### src/rtl/pointing_device_decoder.sv
// Decodes a three-byte pointing-device packet stream and two device-ID bytes.
// It tracks a clamped absolute cursor and counts framing errors.
module pointing_device_decoder #(
  parameter int kTimeoutCycles = 600000,
  parameter int kMaxX = 767,
  parameter int kMaxY = 559
) (
  input  logic       clk,
  input  logic       reset_n,
  input  logic       rts,
  input  logic [7:0] serial_in_data,
  input  logic       serial_in_write,
  output logic       packet_valid,
  output logic [7:0] x,
  output logic [7:0] y,
  output logic       b1,
  output logic       b2,
  output logic       id_valid,
  output logic       device_type,
  output logic       device_known,
  output logic [9:0] cursor_x,
  output logic [9:0] cursor_y,
  output logic       err,
  output logic [7:0] err_count
);

  localparam int kCntW = $clog2(kTimeoutCycles + 1);
  localparam logic [kCntW-1:0] kCntLast = kCntW'(kTimeoutCycles - 1);
  localparam logic signed [10:0] kLimX = 11'(kMaxX);
  localparam logic signed [10:0] kLimY = 11'(kMaxY);

  typedef enum logic [1:0] {EMPTY, HEAD, GOT_X} state_t;

  state_t           state_reg, state_next;
  logic [7:0]       pending_reg, pending_next;
  logic [5:0]       xlow_reg, xlow_next;
  logic [kCntW-1:0] count_reg, count_next;
  logic [7:0]       x_reg, x_next, y_reg, y_next;
  logic             b1_reg, b1_next, b2_reg, b2_next;
  logic             packet_valid_reg, packet_valid_next;
  logic             id_valid_reg, id_valid_next;
  logic             err_reg, err_next;
  logic             device_type_reg, device_type_next;
  logic             device_known_reg, device_known_next;
  logic [9:0]       cursor_x_reg, cursor_x_next, cursor_y_reg, cursor_y_next;
  logic [7:0]       err_count_reg, err_count_next;
  logic             resolve_id;
  logic             is_head, is_body, timeout_hit;
  logic [7:0]       pkt_x, pkt_y;

  assign is_head     = (serial_in_data[7:6] == 2'b11);
  assign is_body     = (serial_in_data[7:6] == 2'b10);
  assign timeout_hit = (state_reg != EMPTY) && (count_reg == kCntLast);
  assign pkt_x       = {pending_reg[1:0], xlow_reg};
  assign pkt_y       = {pending_reg[3:2], serial_in_data[5:0]};

  // Sum is formed at 11-bit signed width so negative results clamp to zero.
  function automatic logic [9:0] clamp_add(input logic [9:0] pos, input logic [7:0] delta,
                                           input logic signed [10:0] lim);
    logic signed [10:0] sum;
    sum = $signed({1'b0, pos}) + $signed({{3{delta[7]}}, delta});
    if (sum < 11'sd0)     clamp_add = '0;
    else if (sum > lim)   clamp_add = lim[9:0];
    else                  clamp_add = sum[9:0];
  endfunction

  always_comb begin
    state_next        = state_reg;
    pending_next      = pending_reg;
    xlow_next         = xlow_reg;
    count_next        = count_reg;
    x_next            = x_reg;
    y_next            = y_reg;
    b1_next           = b1_reg;
    b2_next           = b2_reg;
    packet_valid_next = 1'b0;
    id_valid_next     = 1'b0;
    err_next          = 1'b0;
    device_type_next  = device_type_reg;
    device_known_next = device_known_reg;
    cursor_x_next     = cursor_x_reg;
    cursor_y_next     = cursor_y_reg;
    err_count_next    = err_count_reg;
    resolve_id        = 1'b0;

    if (rts) begin
      state_next        = EMPTY;
      pending_next      = '0;
      count_next        = '0;
      device_known_next = 1'b0;
    end else if (serial_in_write) begin
      count_next = '0;
      case (state_reg)
        EMPTY: begin
          if (is_head) begin
            pending_next = serial_in_data;
            state_next   = HEAD;
          end else begin
            err_next = 1'b1;
          end
        end
        HEAD: begin
          if (is_body) begin
            xlow_next  = serial_in_data[5:0];
            state_next = GOT_X;
          end else if (is_head) begin
            resolve_id   = 1'b1;
            pending_next = serial_in_data;
          end else begin
            err_next   = 1'b1;
            state_next = EMPTY;
          end
        end
        GOT_X: begin
          if (is_body) begin
            x_next            = pkt_x;
            y_next            = pkt_y;
            b1_next           = pending_reg[5];
            b2_next           = pending_reg[4];
            cursor_x_next     = clamp_add(cursor_x_reg, pkt_x, kLimX);
            cursor_y_next     = clamp_add(cursor_y_reg, pkt_y, kLimY);
            packet_valid_next = 1'b1;
            state_next        = EMPTY;
          end else if (is_head) begin
            err_next     = 1'b1;
            pending_next = serial_in_data;
            state_next   = HEAD;
          end else begin
            err_next   = 1'b1;
            state_next = EMPTY;
          end
        end
        default: state_next = EMPTY;
      endcase
    end else if (timeout_hit) begin
      count_next = '0;
      state_next = EMPTY;
      if (state_reg == HEAD) resolve_id = 1'b1;
      else                   err_next   = 1'b1;
    end else if (state_reg != EMPTY) begin
      count_next = count_reg + kCntW'(1);
    end

    if (resolve_id) begin
      if (pending_reg == 8'hCA || pending_reg == 8'hCD) begin
        id_valid_next     = 1'b1;
        device_type_next  = (pending_reg == 8'hCD);
        device_known_next = 1'b1;
      end else begin
        err_next = 1'b1;
      end
    end

    if (err_next && err_count_reg != 8'hFF) err_count_next = err_count_reg + 8'd1;
  end

  always_ff @(posedge clk) begin
    if (!reset_n) begin
      state_reg        <= EMPTY;
      pending_reg      <= '0;
      xlow_reg         <= '0;
      count_reg        <= '0;
      x_reg            <= '0;
      y_reg            <= '0;
      b1_reg           <= 1'b0;
      b2_reg           <= 1'b0;
      packet_valid_reg <= 1'b0;
      id_valid_reg     <= 1'b0;
      err_reg          <= 1'b0;
      device_type_reg  <= 1'b0;
      device_known_reg <= 1'b0;
      cursor_x_reg     <= '0;
      cursor_y_reg     <= '0;
      err_count_reg    <= '0;
    end else begin
      state_reg        <= state_next;
      pending_reg      <= pending_next;
      xlow_reg         <= xlow_next;
      count_reg        <= count_next;
      x_reg            <= x_next;
      y_reg            <= y_next;
      b1_reg           <= b1_next;
      b2_reg           <= b2_next;
      packet_valid_reg <= packet_valid_next;
      id_valid_reg     <= id_valid_next;
      err_reg          <= err_next;
      device_type_reg  <= device_type_next;
      device_known_reg <= device_known_next;
      cursor_x_reg     <= cursor_x_next;
      cursor_y_reg     <= cursor_y_next;
      err_count_reg    <= err_count_next;
    end
  end

  assign packet_valid = packet_valid_reg;
  assign x            = x_reg;
  assign y            = y_reg;
  assign b1           = b1_reg;
  assign b2           = b2_reg;
  assign id_valid     = id_valid_reg;
  assign device_type  = device_type_reg;
  assign device_known = device_known_reg;
  assign cursor_x     = cursor_x_reg;
  assign cursor_y     = cursor_y_reg;
  assign err          = err_reg;
  assign err_count    = err_count_reg;

endmodule

### config.mk
export PLATFORM = sky130hd
export DESIGN_NAME = pointing_device_decoder
export DESIGN_NICKNAME = d
export VERILOG_FILES = /design/src/rtl/pointing_device_decoder.sv
export SDC_FILE = /design/constraint.sdc
export NUM_CORES = 1
export LEC_CHECK = 0
export ABC_AREA = 1
export CAP_MARGIN = 20
export CORE_MARGIN = 2
export CORE_UTILIZATION = 55
export DETAILED_ROUTE_END_ITERATION = 12
export PLACE_DENSITY_LB_ADDON = 0.05
export SYNTH_ARGS = -nofsm -noshare
export SYNTH_HDL_FRONTEND = slang
export SYNTH_SLANG_ARGS = --single-unit
### constraint.sdc
create_clock -name clk -period 3.2 [get_ports clk]
set_clock_uncertainty 0.15 [all_clocks]
set_input_delay 0.8 -clock clk [delete_from_list [all_inputs] [get_ports clk]]
set_output_delay 0.8 -clock clk [all_outputs]
set_load 0.05 [all_outputs]
==> impl_metrics.toml <==
[status]
status = "finished, final reports clean"

[synth]
ys_top_cells_by_area = "dfxtp_1 36%, nand2_1 13%, nor2_1 7.0%, ha_1 6.8%, a21oi_1 6.6%"
synth-seq-area-share = 0.365
syn_avg_cell_area_sq_um = 6.97
synth_top_area_cell = "dfxtp_1"
synthCells = 685
yosys_warnings = 0
synth_top_area_share = 0.365
async_flop_share = 0
synth_enable_flop_cells = 0
synth_seq_cells = 87
syn_area_sq_um = 4770
syn_nets = 725
synthFlopType = "dfxtp_1"
synth_cell_types = 41

[setup_path]
critPathLaunch = "serial_in_data[0]"
crit_chain = "clkdlybuf4s50_1 > ha_1 > inv_1 > fa_1 > inv_1 > nand2_1 > nand2_1 > nand3_1 > nand2_1 > nand2_1 > nand2_1 > nand4_1 > nand2_2 > nand2_1 > nand2_1 > a21oi_1"
critPathSlowestCell = "clkdlybuf4s50_1"
worstPathArrival_ns = 3.02
max_stage_delay_ns = 0.49
reg2reg_slack_ns = 0.77
r2r_start = "cursor_x[0]"
required_ns = 3.28
regToRegEndpoint = "cursor_x[7]"
setup.worst_path.start_class = "primary input"
path_class = "in -> reg"
rr_worst_depth = 11
crit_path_frequent_cell = "nand2_1"
end_kind = "flip-flop"
crit_path_max_fanout = 8
endpoint = "cursor_y[1]"

[global_route]
grt.overflow.total = 0
grt_pass1_wl_mm = 19.5
antenna_found_initial = 0
grt_max_degree = 29
grt_pass1_vias = 4454
track_usage = 0.246

[sta]
period_share = 0.920
hold_viol = 0
clock.fmax_mhz = 340
tightest_slew_ns = 0.540
rsz0062_at_grt = "false"
setup_viol = 0
drv_slew = 0
period_needed_ns = 2.94
relSlewSlack = 0.639

[clock_tree]
h-tree-depth = 3
cts_root_buf = "clkbuf_8"
cts_hold_buf = 0
cts_buffers = 9
cts_buffer_depth = 2
post_cts_buffers = 0
clk_latency_ns = 0.36
cts_tree = "built"
clk_pin_slew_worst_paths_ns = 0.09
cts_resized = 0
cts_num_sinks = 87

[power_and_ir_drop]
power.density_nw_per_um2 = 337
power_leakage_nw = 2.53
power_mw = 1.95
max-vdd-ir-drop_mv = 0.203

[worst_hold_path]
hp-class = "reg -> reg"

[die]
initial_utilization = 0.575
die_y_um = 97.2
rows = 33
dieArea_sq_um = 9440
fp.coreArea_sq_um = 8300
dieWidth_um = 97.2
num_io_pins = 63

[finish]
layout-drive-gt1-share = 0.0744
final_common_cell = "nand2_1"
antenna_cells = 0
fillCellCount = 756
largest_reg_flops = 20
syn_to_final_growth_pct = 21.1
final-instance-count-excl-fill = 871
most-common-layout-cells = "162 x nand2_1, 89 x nor2_1, 87 x dfxtp_1, 72 x inv_1, 63 x a21oi_1"
fin_nets = 801

[drt]
vias = 4649
post_drt_wl_per_cell_um = 13.0
post-route-drc-count = 0
drt-initial-drc-count = 228
vias_per_cell = 5.34
wl_mm = 11.3
drt_first_pass_iters = 5
ant_nets = 0

[placed_design]
gp_congestion = 0.942
dp_hpwl_mm = 8.61
dp_cells = 855
port_buffers = 62

[run]
maxCapViolations = 0
-- synth_stat cells (4+ instances only) --
cell,n
a21oi_1,63
nand3_1,41
clkbuf_1,11
nor4_1,4
inv_1,72
inv_2,6
nand2_2,4
xnor2_1,5
nand4_1,11
nor2_1,89
ha_1,26
nand2_1,162
dfxtp_1,87
nand3b_1,6
xor2_1,14
o21ai_0,43
-- power by group --
group	internal (mW)	switching, mW
registers	1.09	0.00447
clock network	0.331	0.409
logic	0.0445	0.0743
-- worst max-delay path, delay by kind of cell --
| kind | cells | cell delay, ns |
|---|---|---|
| AOI/OAI and AO/OA | 1 | 0.06 |
| and+or+nand+nor | 10 | 0.93 |
| buffers and inverters | 3 | 0.64 |
| adders and majority gates | 2 | 0.56 |
-- logic make-up (layout without fill, tap and decap cells) --
logic type / after synthesis / count (layout) / synth area share
flops: 87 / 87 / 0.365
compound gates: 124 / 124 / 0.140
buf+inv: 91 / 172 / 0.0734
simple gates: 336 / 336 / 0.310
fa+ha+maj: 28 / 28 / 0.0765
xor+xnor: 19 / 19 / 0.0349
-- area by class of cell --
type | instances | area, sq um | share of cell area
Multi-Input combinational cell | 507 | 2680 | 0.464
Sequential cell | 87 | 1740 | 0.301
Timing Repair Buffer | 78 | 741 | 0.128
Inverter | 78 | 293 | 0.0507
Clock buffer | 11 | 151 | 0.0262
Tap cell | 105 | 131 | 0.0227
Clock inverter | 5 | 40.0 | 0.00693
-- worst min path at each step --
stage / depth (start not counted) / startpoint / end
after detailed placement: 2 / device_type / device_type
after global placement: 2 / device_known / device_known
after global routing: 2 / device_known / device_known
after floorplan: 2 / pending_reg[7] / pending_reg[7]
after CTS: 2 / device_type / device_type
final: 2 / device_type / device_type
-- stage by stage --
stage	setup TNS, ns	hold slack [ns]	utilization	worst slack [ns]	cell area, sq um
after floorplan	0	0.287	-	0.645	4770
after global placement	0	0.292	0.673	0.0472	5590
after detailed placement	-0.174	0.298	0.673	-0.0677	5590
after CTS	0	0.312	0.696	0.301	5780
after global routing	0	0.341	0.696	0.0592	5780
final	0	0.308	0.696	0.257	5780
-- per-layer routing --
metal / up-vias / wire length [um] / global-route usage
li1: 2390 / - / -
met5: - / 0 / 0
met1: 2116 / 5090 / 0.313
met2: 121 / 5570 / 0.427
met4: 0 / 221 / 0.0964
met3: 22 / 467 / 0.0252
Power figures use the tool's default switching activity.
